`config.mk`:
```
export PLATFORM = sky130hd
export DESIGN_NAME = sipo_deser
export DESIGN_NICKNAME = d
export VERILOG_FILES = /design/src/rtl/sipo_deser.sv
export SDC_FILE = /design/constraint.sdc
export NUM_CORES = 1
export LEC_CHECK = 0
export CELL_PAD_IN_SITES_DETAIL_PLACEMENT = 2
export CELL_PAD_IN_SITES_GLOBAL_PLACEMENT = 2
export CORE_ASPECT_RATIO = 1.2
export CORE_UTILIZATION = 29
export DETAILED_ROUTE_END_ITERATION = 8
export PLACE_DENSITY = 0.69
export RECOVER_POWER = 25
export SLEW_MARGIN = 10
export SYNTH_ARGS = -nofsm -noshare
export SYNTH_HDL_FRONTEND = slang
export SYNTH_SLANG_ARGS = --single-unit
```
`constraint.sdc`:
```
create_clock -name clk -period 2.3 [get_ports clk]
set_input_delay 0.345 -clock clk [delete_from_list [all_inputs] [get_ports clk]]
set_output_delay 0.345 -clock clk [all_outputs]
set_load 0.005 [all_outputs]
```
`src/rtl/sipo_deser.sv`:
```
// Serial-in / parallel-out deserializer.
// Assembles WIDTH serial bits (MSB- or LSB-first, direction latched on the first bit)
// into a word presented with a valid/ready handshake. A word that completes while
// the previous one is still unconsumed is dropped and flagged through a sticky overrun.
module sipo_deser #(
  parameter int unsigned WIDTH = 16
) (
  input  logic                     clk,
  input  logic                     rst_n,
  input  logic                     ser_in,
  input  logic                     ser_valid,
  input  logic                     frame_start,
  input  logic                     msb_first,
  output logic [WIDTH-1:0]         data_out,
  output logic                     out_valid,
  input  logic                     out_ready,
  output logic [$clog2(WIDTH)-1:0] bit_cnt,
  output logic                     overrun,
  input  logic                     clr_ovr
);

  localparam int unsigned CntW = $clog2(WIDTH);

  typedef enum logic [0:0] {StIdle, StAccum} state_e;

  state_e            state_q, state_d;
  logic [CntW-1:0]   cnt_q, cnt_d;
  logic [WIDTH-1:0]  shreg_q, shreg_d;
  logic              dir_q, dir_d;
  logic [WIDTH-1:0]  data_q, data_d;
  logic              valid_q, valid_d;
  logic              ovr_q, ovr_d;

  logic              restart;
  logic [CntW-1:0]   pos;
  logic              dir;
  logic [WIDTH-1:0]  base;
  logic [WIDTH-1:0]  word;
  logic              last;
  logic              xfer;
  logic              lost;

  // Bit insertion: a new word starts from a clean register at position 0, either from
  // IDLE or when frame_start aborts the partial word in the same cycle.
  always_comb begin
    restart = frame_start || (state_q == StIdle);
    pos     = restart ? '0 : cnt_q;
    dir     = restart ? msb_first : dir_q;
    base    = restart ? '0 : shreg_q;
    word    = base;
    if (dir) begin
      word = {base[WIDTH-2:0], ser_in};
    end else begin
      word[pos] = ser_in;
    end
    last = ser_valid && (pos == CntW'(WIDTH - 1));
    xfer = valid_q && out_ready;
    lost = last && valid_q && !out_ready;
  end

  // Next-state for the accumulator FSM and the output handshake.
  always_comb begin
    state_d = state_q;
    cnt_d   = cnt_q;
    shreg_d = shreg_q;
    dir_d   = dir_q;
    data_d  = data_q;
    valid_d = valid_q;
    ovr_d   = ovr_q;

    if (frame_start) begin
      state_d = StIdle;
      cnt_d   = '0;
      shreg_d = '0;
    end

    if (ser_valid) begin
      dir_d = dir;
      if (last) begin
        state_d = StIdle;
        cnt_d   = '0;
        shreg_d = '0;
      end else begin
        state_d = StAccum;
        cnt_d   = pos + CntW'(1);
        shreg_d = word;
      end
    end

    // A completing word may replace one being consumed this cycle; otherwise it is lost.
    if (last && !lost) begin
      data_d  = word;
      valid_d = 1'b1;
    end else if (xfer) begin
      valid_d = 1'b0;
    end

    // Set has priority over clear.
    if (lost) begin
      ovr_d = 1'b1;
    end else if (clr_ovr) begin
      ovr_d = 1'b0;
    end
  end

  // State and registered outputs; direction defaults to MSB-first out of reset.
  always_ff @(posedge clk or negedge rst_n) begin
    if (!rst_n) begin
      state_q <= StIdle;
      cnt_q   <= '0;
      shreg_q <= '0;
      dir_q   <= 1'b1;
      data_q  <= '0;
      valid_q <= 1'b0;
      ovr_q   <= 1'b0;
    end else begin
      state_q <= state_d;
      cnt_q   <= cnt_d;
      shreg_q <= shreg_d;
      dir_q   <= dir_d;
      data_q  <= data_d;
      valid_q <= valid_d;
      ovr_q   <= ovr_d;
    end
  end

  assign data_out  = data_q;
  assign out_valid = valid_q;
  assign bit_cnt   = cnt_q;
  assign overrun   = ovr_q;

endmodule

```
Word-level counts from Yosys, hierarchy flattened
Index checks and enable logic that the tools add are counted.
Cells by class
  add/subtract/negate cells: 1
  order comparisons: 2
  equality and inequality tests: 1
  muxes and demuxes: 20
  bitwise logic cells: 1
  reduce and logical (&&, ||, !) cells: 12
Operators by type and width (number)
  $mux W16: 5
  $bwmux W16: 1
  $mux W4: 4
  $mux W1: 9
  $logic_and A1 B1 Y1: 6
  $reduce_bool A2 Y1: 3
  $lt A4 B5 Y1 const B: 1
  $add A4 B1 Y4 const B: 1
  $demux W1 S4: 1
  $eq A4 B4 Y1 const B: 1
  $ge A4 B1 Y1 const B: 1
  $logic_not A1 Y1: 2
  $logic_or A1 B1 Y1: 1
  $not A1 Y1: 1
Storage, ports and cells
  flip-flop bits (word level): 40
  input bits: 8
  output and inout port bits: 22
  word-level logic and storage cells: 44

Logic depth before layout (Yosys ltp)
Gate-level depths: netlist (run 1).
  depth in word-level cells: 11
  mapped depth: 8
  gate-level depth less buffers: 8

Worst setup path after synthesis (run 1)
Ideal clock, no wire load.
  path kind: register -> register
  from: register cnt_q[0] (netlist: bit_cnt[0])
  to: register shreg_q[8]
  setup time: 0.122 ns
  arrival time: 1.696 ns
  required time: 2.178 ns
  setup slack: 0.483 ns
  cell stages (with the launch flop): 5
  buffers on the path: 1
  period minus slack after synthesis: 1.817 ns
  path through: dfrtp_1 > clkbuf_1 > or4b_1 > a211o_1 > a32o_1
Between the ends
  word-level cells in the longest chain between the ends: 9
  elaborated cells on any way between the ends: 12
  classes of those cells: order compare: 2; eq/ne: 1; mux: 7; reduce/logical: 2
RTL lines
  start, declared: line 27  | logic [CntW-1:0] cnt_q, cnt_d;
  start signal, assigned: line 118  | cnt_q <= cnt_d;
  $mux W4 *: line 47  | pos = restart ? '0 : cnt_q;
  $lt A4 B5 Y1 (not written as such) / $ge A4 B1 Y1 (equally long branches): line 54  | word[pos] = ser_in;
  $logic_and A1 B1 Y1 (not written as such): line 54
  $mux W1 (not written as such): line 54
  $demux W1 S4: line 54
  $bwmux W16: line 54
  $mux W16: line 51  | if (dir) begin
  $mux W16 *: line 79  | if (last) begin
  $mux W16 *: line 77  | if (ser_valid) begin
  end signal, assigned: line 119  | shreg_q <= shreg_d;
  end, declared: line 28  | logic [WIDTH-1:0] shreg_q, shreg_d;
Every way passes the cells marked *; elsewhere a longest branch is shown, timed or not.
A chain may end at the register's enable or synchronous reset.

Worst setup path after layout (run 1)
  from: input frame_start
  to: register data_q[5] (netlist: data_out[5])
Between the ends
  word-level cells in the longest chain between the ends: 8
  elaborated cells on any way between the ends: 17
  classes of those cells: order compare: 2; eq/ne: 1; mux: 7; reduce/logical: 7
RTL lines
  start, declared: line 12  | input logic frame_start,
  $logic_or A1 B1 Y1 *: line 46  | restart = frame_start || (state_q == StIdle);
  $mux W4: line 47
  $lt A4 B5 Y1 (not written as such) (tied with other cells): line 54
  $logic_and A1 B1 Y1, on equally long branches: line 54, 56
  $mux W1 (not written as such) / $logic_and A1 B1 Y1 (equally long branches): line 54, 58
  $demux W1 S4 / $logic_and A1 B1 Y1 (equally long branches): line 54, 58
  $bwmux W16 / $logic_not A1 Y1 (equally long branches): line 54, 91
  $mux W16 / $logic_and A1 B1 Y1 (equally long branches): line 51, 91
  end signal, assigned: line 121  | data_q <= data_d;
  end, declared: line 30  | logic [WIDTH-1:0] data_q, data_d;
Marks and branches as above.

==> results of run 1 <==
## kinds of logic (layout without fill, tap and decap cells)
group | Yosys count | after routing | share of synthesized area
flip-flops | 40 | 40 | 0.471
AO/OA/AOI/OAI | 66 | 66 | 0.221
multiplexers | 3 | 3 | 0.0147
adder cells (fa/ha/maj) | 2 | 2 | 0.0118
buffers and inverters | 23 | 61 | 0.0500
AND/OR/NAND/NOR | 84 | 84 | 0.231
## synth_stat cells (2+ instances only)
library cell  count
a211o_1           6
a211oi_1          2
a21oi_1           5
a221oi_1          6
a22o_1           10
a31oi_1           3
a32o_1            4
a32oi_1           2
and2b_1           3
and3_1            3
and3b_1           4
buf_2             3
buf_6             2
clkbuf_1          9
dfrtp_1          39
ha_1              2
inv_1             8
mux2i_1           2
nand2_1          23
nand2b_1          6
nand3_1           2
nand4b_1          2
nor2_1           10
nor2b_1           8
nor3_1            8
nor3b_1           6
nor4_1            2
o211a_1           2
o21ai_0          21
or4b_1            2
## worst max path at each step
stage	endpoint	cells after the start
2_1_floorplan	shreg_q[8]	4
3_3_place_gp	shreg_q[13]	9
3_5_place_dp	shreg_q[13]	9
4_1_cts	data_out[5]	9
5_1_grt	data_out[5]	9
6_report	data_out[5]	9
## registers in the layout (all words and copies together), names as in the netlist
| name | count |
|---|---|
| data_out | 16 |
| shreg_q | 16 |
| bit_cnt | 4 |
| dir_q | 1 |
| out_valid | 1 |
| overrun | 1 |
| state_q | 1 |
## per-stage QoR
stage,power (mW),std cells,instance area [um2],hold slack (ns)
after CTS,1.55,343,2670,0.136
after global routing,1.62,343,2670,0.397
after detailed placement,0.955,335,2560,0.463
after floorplan,0.857,218,2130,0.0494
after global placement,0.952,335,2560,0.457
final,1.53,343,2670,0.316
## area by class of cell
| class | instances | area, um2 | share of cell area |
|---|---|---|---|
| multi-input cells | 155 | 1020 | 0.381 |
| flip-flops and latches | 40 | 1000 | 0.376 |
| repair buffers | 45 | 403 | 0.151 |
| well taps | 87 | 109 | 0.0408 |
| clock buffers | 6 | 72.6 | 0.0272 |
| clock inverters | 2 | 35.0 | 0.0131 |
| inverters | 8 | 30.0 | 0.0113 |
## worst max-delay path: stages
cell,delay [ns]
clkdlybuf4s50_1,0.46
nor2b_1,0.27
nand2_1,0.13
inv_1,0.10
ha_1,0.22
and3b_1,0.20
nor3b_1,0.06
a221oi_1,0.29
o21ai_0,0.14
## routing by layer
layer,up-vias,track usage,wire (um)
met3,6,0.0294,88
met4,0,0.0699,75
met2,24,0.301,3130
li1,875,-,-
met5,-,0,0
met1,949,0.250,2980
## power by group
group	internal, mW	total (mW)	switching [mW]	leakage (nW)
registers	0.720	0.756	0.0359	0.546
logic	0.0746	0.182	0.108	0.582
clock network	0.323	0.587	0.265	0.0552
==> summary.txt, run 1 <==
Power and ir drop
  – PD cells: 572 nW/um2
  – LEAKAGE: 1.18 nW
  – VDD IR max: 0.000241 V

Cells and area
  – Most frequent cells in the layout: dfrtp_1, clkdlybuf4s50_1, nand2_1
  – # nets final: 265
  – Share of cells above drive strength 1: 0.109
  – Antenna cells: 0
  – Filler Cells Inserted: 768
  – Final Util: 0.382
  – Area Growth Syn to Fin: 25.5%
  – Most common cell after layout, fill and taps aside: dfrtp_1

Placement
  – Final HPWL DP: 4450 um
  – # port buffers: 29
  – Pre-CTS setup slack: -0.0662 ns
  – Routability cong.: 0.775

Yosys
  – YS warnings: 0
  – Synth unique cells: 43
  – Post-synth EDFFs: 0
  – Syn avg cell area: 9.75 um2
  – Top cell type's share of synthesized area: 0.459
  – Synthesized area: 2130 um2
  – Syn Inst Count: 218
  – Seq/Total Area, Yosys: 0.471
  – Ys async rst share: 1.00
  – Largest cells by area after synthesis: dfrtp_1, o21ai_0, a22o_1
  – Syn nets: 228
  – Top FF cell, synth: dfrtp_1
  – FF+latch count, synth: 40
  – Leading area contributor after synthesis: dfrtp_1

Floorplanning
  – Standard-cell rows: 33
  – I/O pin total: 30
  – Core ar.: 6980 um2
  – Die width: 80.2 um
  – Die extent in y: 95.8 um
  – Initial core utilization: 0.305
  – Die ar.: 7680 um2

STA
  – Final Critical Period: 2.04 ns
  – Setup TNS: 0 ns
  – Final hold viol count: 0
  – Setup Skew: 0.00534 ns
  – Period utilization: 0.887
  – Max_slew headroom: 0.294
  – Fmax: 0.490 GHz
  – Final setup viols: 0
  – Post-route setup slack: 0.260 ns
  – Max Transition Viols Final: 0
  – Measured slew at the worst slew-check pin: 1.06 ns
  – RSZ-0062 raised after global routing: false

Routing
  – Post-DRT Antenna Nets: 0
  – Wire per inst: 18.3 um
  – DR pass1 iterations: 4
  – Total routed wirelength: 6270 um
  – Drt initial violations: 65
  – Vias: 1854
  – Routed vias/inst: 5.41
  – DRC Markers: 0

Status
  – Outcome: finished, final reports clean

Setup path
  – CP Class: in -> reg
  – WP data arrival: 2.21 ns
  – R2R depth: 4
  – Top fanout value on the critical path: 4
  – Reg2reg end: data_out[11]
  – R2r setup slk: 0.26 ns
  – CP Launch Type: input port
  – Worst EP required: 2.47 ns
  – Setup crit end kind: register
  – Worst Setup SP: frame_start
  – Worst r2r src: bit_cnt[0]

Clock tree
  – CTS root buf: clkbuf_8
  – TritonCTS clock tree: done
  – Setup bufs post-CTS: 0
  – Number of buffers created by CTS: 5
  – Clock Latency Late Sink: 0.30 ns
  – CTS Sinks: 40
  – Htree depth: 2
  – CTS-repair resized insts: 0
  – Cts-stage hold buffer count: 0
  – Reg clk slew, reported paths: 0.08 ns
  – Clk buf depth: 2

Global route
  – Total track usage: 0.186
  – Total grt overflow: 0
  – First-pass GRT wire length: 10700 um
  – Number of antenna violations at the first check in global routing: 0
  – Vias in the first global route: 2079
  – Largest net degree at the start of global routing: 41

Run
  – Max_cap viols: 0

Worst hold path
  – HP Class: in -> async
Note: power is estimated with default switching activity, not from simulation.
==> run 2, diff against run 1 <==
CTS_CLUSTER_DIAMETER = 200   (was default)
==> results of run 2 <==
Same layout as run 1: the final DEF is identical, and so are final timing and power.
